## src/rtl/reg_file_sb_pkg.sv

```systemverilog
// Shared constants, address type and popcount helper for the register file slice.
// Latency: n/a (declarations only).
// Backpressure: n/a.
// Optional feature macro used by this slice: REGFILE_BYPASS_EN (write-through forwarding).
package regfile_pkg;

  localparam int XLEN_DEF  = 32;
  localparam int NREGS_DEF = 32;
  localparam int AW_DEF    = $clog2(NREGS_DEF);

  // popcount operates on a fixed-width vector; callers zero-pad narrower vectors.
  localparam int NREGS_MAX = 64;
  localparam int PCW       = $clog2(NREGS_MAX) + 1;

  typedef logic [AW_DEF-1:0] reg_addr_t;

  function automatic logic [PCW-1:0] popcount(input logic [NREGS_MAX-1:0] v);
    logic [PCW-1:0] n;
    n = '0;
    for (int i = 0; i < NREGS_MAX; i++) begin
      n = n + {{(PCW-1){1'b0}}, v[i]};
    end
    return n;
  endfunction

endpackage

```

## src/rtl/reg_file_sb_if.sv

```systemverilog
// Register file bus: read ports, writeback port, issue reservation and flush.
// Latency: reads and iss_ready are combinational; npend is registered.
// Backpressure: issue side only, via iss_ready; reads and writes are never stalled.
// Ports (master = core pipeline, slave = register file):
//   raddr/rdata/rbusy  NRD read ports        wr_en/waddr/wdata/wr_rel  writeback
//   iss_valid/iss_rd/iss_ready  reservation  flush  drop reservations   npend  pending count
interface reg_file_sb_if
  import regfile_pkg::*;
#(
  parameter int XLEN = XLEN_DEF,
  parameter int AW   = AW_DEF,
  parameter int NRD  = 2
);
  logic [NRD-1:0][AW-1:0]   raddr;
  logic [NRD-1:0][XLEN-1:0] rdata;
  logic [NRD-1:0]           rbusy;
  logic                     wr_en;
  logic [AW-1:0]            waddr;
  logic [XLEN-1:0]          wdata;
  logic                     wr_rel;
  logic                     iss_valid;
  logic [AW-1:0]            iss_rd;
  logic                     iss_ready;
  logic                     flush;
  logic [AW:0]              npend;

  modport master (
    output raddr, wr_en, waddr, wdata, wr_rel, iss_valid, iss_rd, flush,
    input  rdata, rbusy, iss_ready, npend
  );

  modport slave (
    input  raddr, wr_en, waddr, wdata, wr_rel, iss_valid, iss_rd, flush,
    output rdata, rbusy, iss_ready, npend
  );
endinterface

```

## src/rtl/reg_file_sb_scoreboard.sv

```systemverilog
// Pending-write scoreboard: one busy bit per register, issue acceptance, flush, pending count.
// Latency: iss_ready combinational; busy and npend update at the next posedge.
// Backpressure: iss_ready low refuses an issue to a register that already has a pending result.
// Ports: clk, reset (sync, active-low); iss_valid/iss_rd/iss_ready; wr_en/wr_rel/waddr release;
//        flush; busy vector and npend outputs. REGFILE_BYPASS_EN lets a same-cycle release
//        satisfy iss_ready.
module rf_scoreboard
  import regfile_pkg::*;
#(
  parameter int NREGS = NREGS_DEF,
  parameter int AW    = $clog2(NREGS)
) (
  input  logic             clk,
  input  logic             reset,
  input  logic             iss_valid,
  input  logic [AW-1:0]    iss_rd,
  input  logic             wr_en,
  input  logic             wr_rel,
  input  logic [AW-1:0]    waddr,
  input  logic             flush,
  output logic [NREGS-1:0] busy,
  output logic             iss_ready,
  output logic [AW:0]      npend
);

  logic                 rel_hit;
  logic                 iss_take;
  logic [NREGS-1:0]     busy_nxt;
  logic [NREGS_MAX-1:0] busy_pad;
  logic [AW:0]          npend_nxt;

  assign rel_hit  = wr_en && wr_rel && (waddr != '0);
  assign iss_take = iss_valid && iss_ready && (iss_rd != '0);

  always_comb begin
    iss_ready = !busy[iss_rd] || (iss_rd == '0);
`ifdef REGFILE_BYPASS_EN
    // The writeback releasing iss_rd in this cycle frees it for immediate reuse.
    if (rel_hit && (waddr == iss_rd)) iss_ready = 1'b1;
`endif
  end

  // Release first, then set, so a forwarded release-and-reissue leaves the bit set.
  // Flush overrides both, including an issue accepted in the same cycle.
  always_comb begin
    busy_nxt = busy;
    if (rel_hit)  busy_nxt[waddr]  = 1'b0;
    if (iss_take) busy_nxt[iss_rd] = 1'b1;
    if (flush)    busy_nxt         = '0;
  end

  always_comb begin
    busy_pad              = '0;
    busy_pad[NREGS-1:0]   = busy_nxt;
    npend_nxt             = (AW+1)'(popcount(busy_pad));
  end

  always_ff @(posedge clk) begin
    if (!reset) begin
      busy  <= '0;
      npend <= '0;
    end else begin
      busy  <= busy_nxt;
      npend <= npend_nxt;
    end
  end

endmodule

```

## src/rtl/reg_file_sb.sv

```systemverilog
// Integer register file with NRD async read ports, one sync write port and a pending-write scoreboard.
// Latency: reads combinational, write lands at posedge, npend registered (1 cycle).
// Backpressure: only the issue reservation can be refused (iss_ready); r0 is hardwired to zero.
// Ports: clk, reset (sync, active-low), bus (reg_file_sb_if.slave).
// Build option REGFILE_BYPASS_EN: a same-cycle write is forwarded to matching read ports.
module reg_file_sb
  import regfile_pkg::*;
#(
  parameter int XLEN  = XLEN_DEF,
  parameter int NREGS = NREGS_DEF,
  parameter int NRD   = 2
) (
  input logic        clk,
  input logic        reset,
  reg_file_sb_if.slave bus
);

  localparam int AW = $clog2(NREGS);

  logic [XLEN-1:0]          regs [NREGS];
  logic [NREGS-1:0]         busy;
  logic [NRD-1:0][XLEN-1:0] rdata_d;
  logic [NRD-1:0]           rbusy_d;

  always_ff @(posedge clk) begin
    if (!reset) begin
      for (int i = 0; i < NREGS; i++) regs[i] <= '0;
    end else if (bus.wr_en && (bus.waddr != '0)) begin
      regs[bus.waddr] <= bus.wdata;
    end
  end

  always_comb begin
    rdata_d = '0;
    rbusy_d = '0;
    for (int p = 0; p < NRD; p++) begin
      rdata_d[p] = regs[bus.raddr[p]];
      rbusy_d[p] = busy[bus.raddr[p]];
`ifdef REGFILE_BYPASS_EN
      if (bus.wr_en && (bus.waddr == bus.raddr[p])) begin
        rdata_d[p] = bus.wdata;
        if (bus.wr_rel) rbusy_d[p] = 1'b0;
      end
`endif
      // r0 overrides any forwarding; dropped writes to r0 must not leak through.
      if (bus.raddr[p] == '0) begin
        rdata_d[p] = '0;
        rbusy_d[p] = 1'b0;
      end
    end
  end

  assign bus.rdata = rdata_d;
  assign bus.rbusy = rbusy_d;

  rf_scoreboard #(
    .NREGS (NREGS),
    .AW    (AW)
  ) u_sb (
    .clk       (clk),
    .reset     (reset),
    .iss_valid (bus.iss_valid),
    .iss_rd    (bus.iss_rd),
    .wr_en     (bus.wr_en),
    .wr_rel    (bus.wr_rel),
    .waddr     (bus.waddr),
    .flush     (bus.flush),
    .busy      (busy),
    .iss_ready (bus.iss_ready),
    .npend     (bus.npend)
  );

endmodule

```

## src/flat_wrapper.sv

```systemverilog
// flat-port wrapper written by rule: the top's interface ports become plain ports
module reg_file_sb_flat import regfile_pkg::*;
#(
  parameter int XLEN  = XLEN_DEF,
  parameter int NREGS = NREGS_DEF,
  parameter int NRD   = 2
)
  (clk, reset, bus_raddr, bus_wr_en, bus_waddr, bus_wdata, bus_wr_rel, bus_iss_valid, bus_iss_rd, bus_flush, bus_rdata, bus_rbusy, bus_iss_ready, bus_npend);
  reg_file_sb_if #(.XLEN(XLEN), .AW(5), .NRD(NRD)) bus_i ();
  input logic clk;
  input logic reset;
  input wire logic [$bits(bus_i.raddr)-1:0] bus_raddr;
  input wire logic [$bits(bus_i.wr_en)-1:0] bus_wr_en;
  input wire logic [$bits(bus_i.waddr)-1:0] bus_waddr;
  input wire logic [$bits(bus_i.wdata)-1:0] bus_wdata;
  input wire logic [$bits(bus_i.wr_rel)-1:0] bus_wr_rel;
  input wire logic [$bits(bus_i.iss_valid)-1:0] bus_iss_valid;
  input wire logic [$bits(bus_i.iss_rd)-1:0] bus_iss_rd;
  input wire logic [$bits(bus_i.flush)-1:0] bus_flush;
  output wire logic [$bits(bus_i.rdata)-1:0] bus_rdata;
  output wire logic [$bits(bus_i.rbusy)-1:0] bus_rbusy;
  output wire logic [$bits(bus_i.iss_ready)-1:0] bus_iss_ready;
  output wire logic [$bits(bus_i.npend)-1:0] bus_npend;
  assign bus_i.raddr = bus_raddr;
  assign bus_i.wr_en = bus_wr_en;
  assign bus_i.waddr = bus_waddr;
  assign bus_i.wdata = bus_wdata;
  assign bus_i.wr_rel = bus_wr_rel;
  assign bus_i.iss_valid = bus_iss_valid;
  assign bus_i.iss_rd = bus_iss_rd;
  assign bus_i.flush = bus_flush;
  assign bus_rdata = bus_i.rdata;
  assign bus_rbusy = bus_i.rbusy;
  assign bus_iss_ready = bus_i.iss_ready;
  assign bus_npend = bus_i.npend;
  reg_file_sb #(.XLEN(XLEN), .NREGS(NREGS), .NRD(NRD)) u_core (.clk(clk), .reset(reset), .bus(bus_i));
endmodule
```

## config.mk

```make
export PLATFORM = sky130hd
export DESIGN_NAME = reg_file_sb_flat
export DESIGN_NICKNAME = d
export VERILOG_FILES = /design/src/rtl/reg_file_sb_pkg.sv /design/src/rtl/reg_file_sb_if.sv /design/src/rtl/reg_file_sb_scoreboard.sv /design/src/rtl/reg_file_sb.sv /design/src/flat_wrapper.sv
export SDC_FILE = /design/constraint.sdc
export NUM_CORES = 2
export LEC_CHECK = 0
export BUFFER_PORTS_ARGS = -buffer_cell sky130_fd_sc_hd__buf_2
export CAP_MARGIN = 15
export CORE_MARGIN = 2
export CORE_UTILIZATION = 57
export CTS_CLUSTER_SIZE = 12
export DETAILED_ROUTE_END_ITERATION = 6
export PLACE_DENSITY = 0.76
export SLEW_MARGIN = 25
export SYNTH_ARGS = -nofsm -noshare
export SYNTH_HDL_FRONTEND = slang
export SYNTH_SLANG_ARGS = --single-unit
```

## constraint.sdc

```tcl
create_clock -name clk -period 7.06 [get_ports clk]
set_input_delay 1.412 -clock clk [delete_from_list [all_inputs] [get_ports clk]]
set_output_delay 1.412 -clock clk [all_outputs]
set_load 0.05 [all_outputs]
```

==> qor.yml <==
status: "finished, violations left"
violations: "design-rule violations"
antenna_found_initial: 20
ys_types: 53
htree_levels: 3
power_density_nw_per_um2: 237
gp_congestion: 0.913
maxCapViolCount: 0
post-route-period-util: 0.966
clock_latency_ns: 0.71
yosysTopAreaCell: "edfxtp_1"
p_leak_nw: 21.8
first_pass_iters: 7
crit_fanout: 24
regToRegEndpoint: "u_core.u_sb.npend[4]"
critPathBufInv: 5
min_path_type: "register to register"
fmax_mhz: 147
synthesis.area_um2: 57400
synthToLayoutAreaGrowth_pct: 11.4
hold_viol: 0
async_reset_ff_frac: 0
crit_chain: "buf_6 > mux4_2 > a32oi_2 > o211ai_2 > buf_12 > o32ai_1 > fa_1 > inv_1 > fa_1 > fa_1 > fa_1 > fa_1 > fa_1 > inv_1 > ha_1 > inv_1 > fa_1 > nor2b_2 > o21ai_0 > nor3b_1 > nor3_1"
seqPwrFrac: 0.490
hpwl_mm: 117
gr-usage-all-layers: 0.381
critical_path_arrival_ns: 7.40
yosys.area_share.simple: 0.120
via_per_inst: 7.39
synth_top_area_frac: 0.536
num_io_pins: 131
crit_type: "input port to register"
sw_frac_of_total: 0.260
ys_top_cells_by_area: "edfxtp_1 (54%), mux4_2 (26%), and2_1 (11%)"
power_frac_comb: 0.140
stdcell_count: 4966
tightest_slew_ns: 1.30
synth_seq_cells: 1062
p_int_mw: 11.2
cp.depth: 21
power.total_mw: 15.1
finClkSkew_ns: 0.0285
remaining_drc_errors: 2
peakVddDrop_mv: 0.250
cts_tree: "done"
fillCellCount: 6802
start_util: 0.574
holdWs_ns: 0.589
synth_mux_area_frac: 0.262
fp.dieH_um: 321
critical_path_required_ns: 7.65
die_w_um: 321
rows: 116
synth_edf_count: 1024
period_minus_slack_ns: 6.82
setup.worst_path.start_class: "input port"
overflow: 0
synthMostInstantiatedCell: "edfxtp_1"
synth_cells: 3499
grt_max_degree: 78
synthXorXnorAreaFrac: 0.000153
wl_per_cell_um: 39.0
grt_pass1_vias: 37400
switchingPower_mw: 3.93
dp_cells: 4747
ant_nets: 0
synth_compound_area_frac: 0.0259
wirelength_mm: 194
cts.sink_count: 1062
rr_startpoint: "u_core.u_sb.busy[23]"
vias: 36700
cts_max_path_buffers: 3
grt_pass1_wl_mm: 272
cp_slowest_cell: "mux4_2"
fin_tns_setup_ns: 0
cts.root.buffer_cell: "clkbuf_16"
grt_setup_unrepaired: "no"
clkTransAtPathRegs_ns: 0.06
ff2ff_setup_slack_ns: 0.79
worst_r2r_path_depth: 20
cpMostUsedCell: "fa_1"
ys_top_cells_by_count: "edfxtp_1 (1,024), and2_1 (996), mux4_2 (667)"
avgSynthCellArea_um2: 16.4
portBuffers: 130
cp_top_family: "adder cells"
cts_setup_buffers: 0
nets: 3651
cp-end-kind: "register"
slew_headroom: 0.124
drt-initial-drc-count: 6174
endpoint: "u_core.u_sb.npend[4]"
numCtsBuffers: 111
yosysSeqAreaShare: 0.549
drive_gt1_frac: 0.331
maxSlewViolCount: 0
critPathMaxStageDelay_ns: 0.55
synth_top_family_by_area: "multiplexers"
synth_ff_type: "edfxtp_1"
design.die.area_um2: 103000
core-area_um2: 100000
p_clk_frac: 0.370
synthAdderAreaFrac: 0.00990
yosysWarnings: 0
setup_violations: 0
cp-startpoint: "bus_iss_rd[0]"
[worst min path at each step]
stage,start,end,slack (ns),depth (start not counted)
2_1_floorplan,u_core.u_sb.busy[24],u_core.u_sb.busy[24],0.50,2
3_3_place_gp,u_core.u_sb.busy[11],u_core.u_sb.busy[11],0.57,2
3_5_place_dp,u_core.u_sb.busy[11],u_core.u_sb.busy[11],0.56,2
4_1_cts,u_core.u_sb.busy[11],u_core.u_sb.busy[11],0.57,2
5_1_grt,u_core.u_sb.busy[11],u_core.u_sb.busy[11],0.63,2
6_report,u_core.u_sb.busy[6],u_core.u_sb.busy[6],0.59,2
[stage by stage]
step                      area (µm²)  setup WS (ns)  utilization
after floorplan                57500        0.00697            -
after global placement         60200         -0.562        0.602
after detailed placement       60500         -0.635        0.605
after CTS                      63900         0.0762        0.639
after global routing           63900         0.0154        0.639
final                          63900          0.241        0.639
[layout by cell type (no fill, tap or decap), types with 6 or more instances in the layout]
master | netlist | final
nand2_1 | 10 | 10
or2_2 | 8 | 8
conb_1 | 1 | 32
o21a_1 | 6 | 6
buf_4 | 10 | 151
edfxtp_1 | 1024 | 1024
dfxtp_1 | 38 | 38
mux4_2 | 667 | 667
nand3_1 | 6 | 6
fa_1 | 24 | 24
buf_2 | 33 | 120
nand2b_1 | 8 | 8
o21ai_4 | 0 | 31
ha_1 | 7 | 7
clkinv_1 | 0 | 30
clkbuf_16 | 0 | 113
o21ai_0 | 56 | 25
and2_1 | 996 | 996
inv_1 | 26 | 25
clkinv_2 | 0 | 14
o41ai_2 | 6 | 6
o32a_1 | 6 | 6
a22o_1 | 66 | 66
nor2_4 | 0 | 33
buf_16 | 0 | 12
nand4b_1 | 6 | 6
diode_2 | 0 | 19
buf_12 | 0 | 18
o32ai_1 | 25 | 21
nor2_1 | 59 | 26
nor2b_1 | 12 | 11
clkbuf_1 | 298 | 29
[worst min-delay path, cell delays in order, from the launching register on]
cell and delay, ns:
dfxtp_1 0.34, o21ai_0 0.12, o32ai_1 0.09
[state kept, by name (all words and copies together), names as in the netlist]
signal             flops
u_core.u_sb.npend      6
u_core.u_sb.busy      32
u_core.regs         1024
[routing by layer]
layer	vias up	wire, µm	part of all wire	GRT usage
li1	13800	-	-	-
met1	18800	65100	0.34	0.505
met2	3325	90400	0.47	0.586
met3	693	27100	0.14	0.106
met4	14	10900	0.056	0.192
met5	-	83	0.00043	0
[what timing repair did]
action	CTS	global route
setup endpoints to repair	0	1
hold buffers	0	0
gates resized for setup	0	10
[cell families after synthesis]
logic type / after synthesis
other: 1
and+or+nand+nor: 1127
muxes: 670
buffers and inverters: 415
DFF: 1062
xor gates and xnor gates: 1
adders and majority gates: 31
AOI/OAI and AO/OA: 192
[final cells by class]
type / instances / area (µm²) / share of cell area
tap: 1298 / 1620 / 0.0254
antenna: 19 / 47.5 / 0.000744
multi-input combinational: 2053 / 24800 / 0.387
timing repair buffer: 308 / 2520 / 0.0394
clock inverter: 53 / 367 / 0.00573
clock buffer: 147 / 3010 / 0.0470
inverter: 26 / 97.6 / 0.00153
sequential: 1062 / 31500 / 0.493
[power by group through the flow]
stage | logic [mW] | clock network, mW | registers (mW)
after floorplan | 1.38 | 0 | 7.49
after global placement | 2.03 | 0 | 7.49
after detailed placement | 2.08 | 0 | 7.54
after CTS | 2.08 | 5.57 | 7.41
after global routing | 2.16 | 5.82 | 7.44
final | 2.12 | 5.59 | 7.42
No activity file was read; power rests on OpenSTA's default activity.
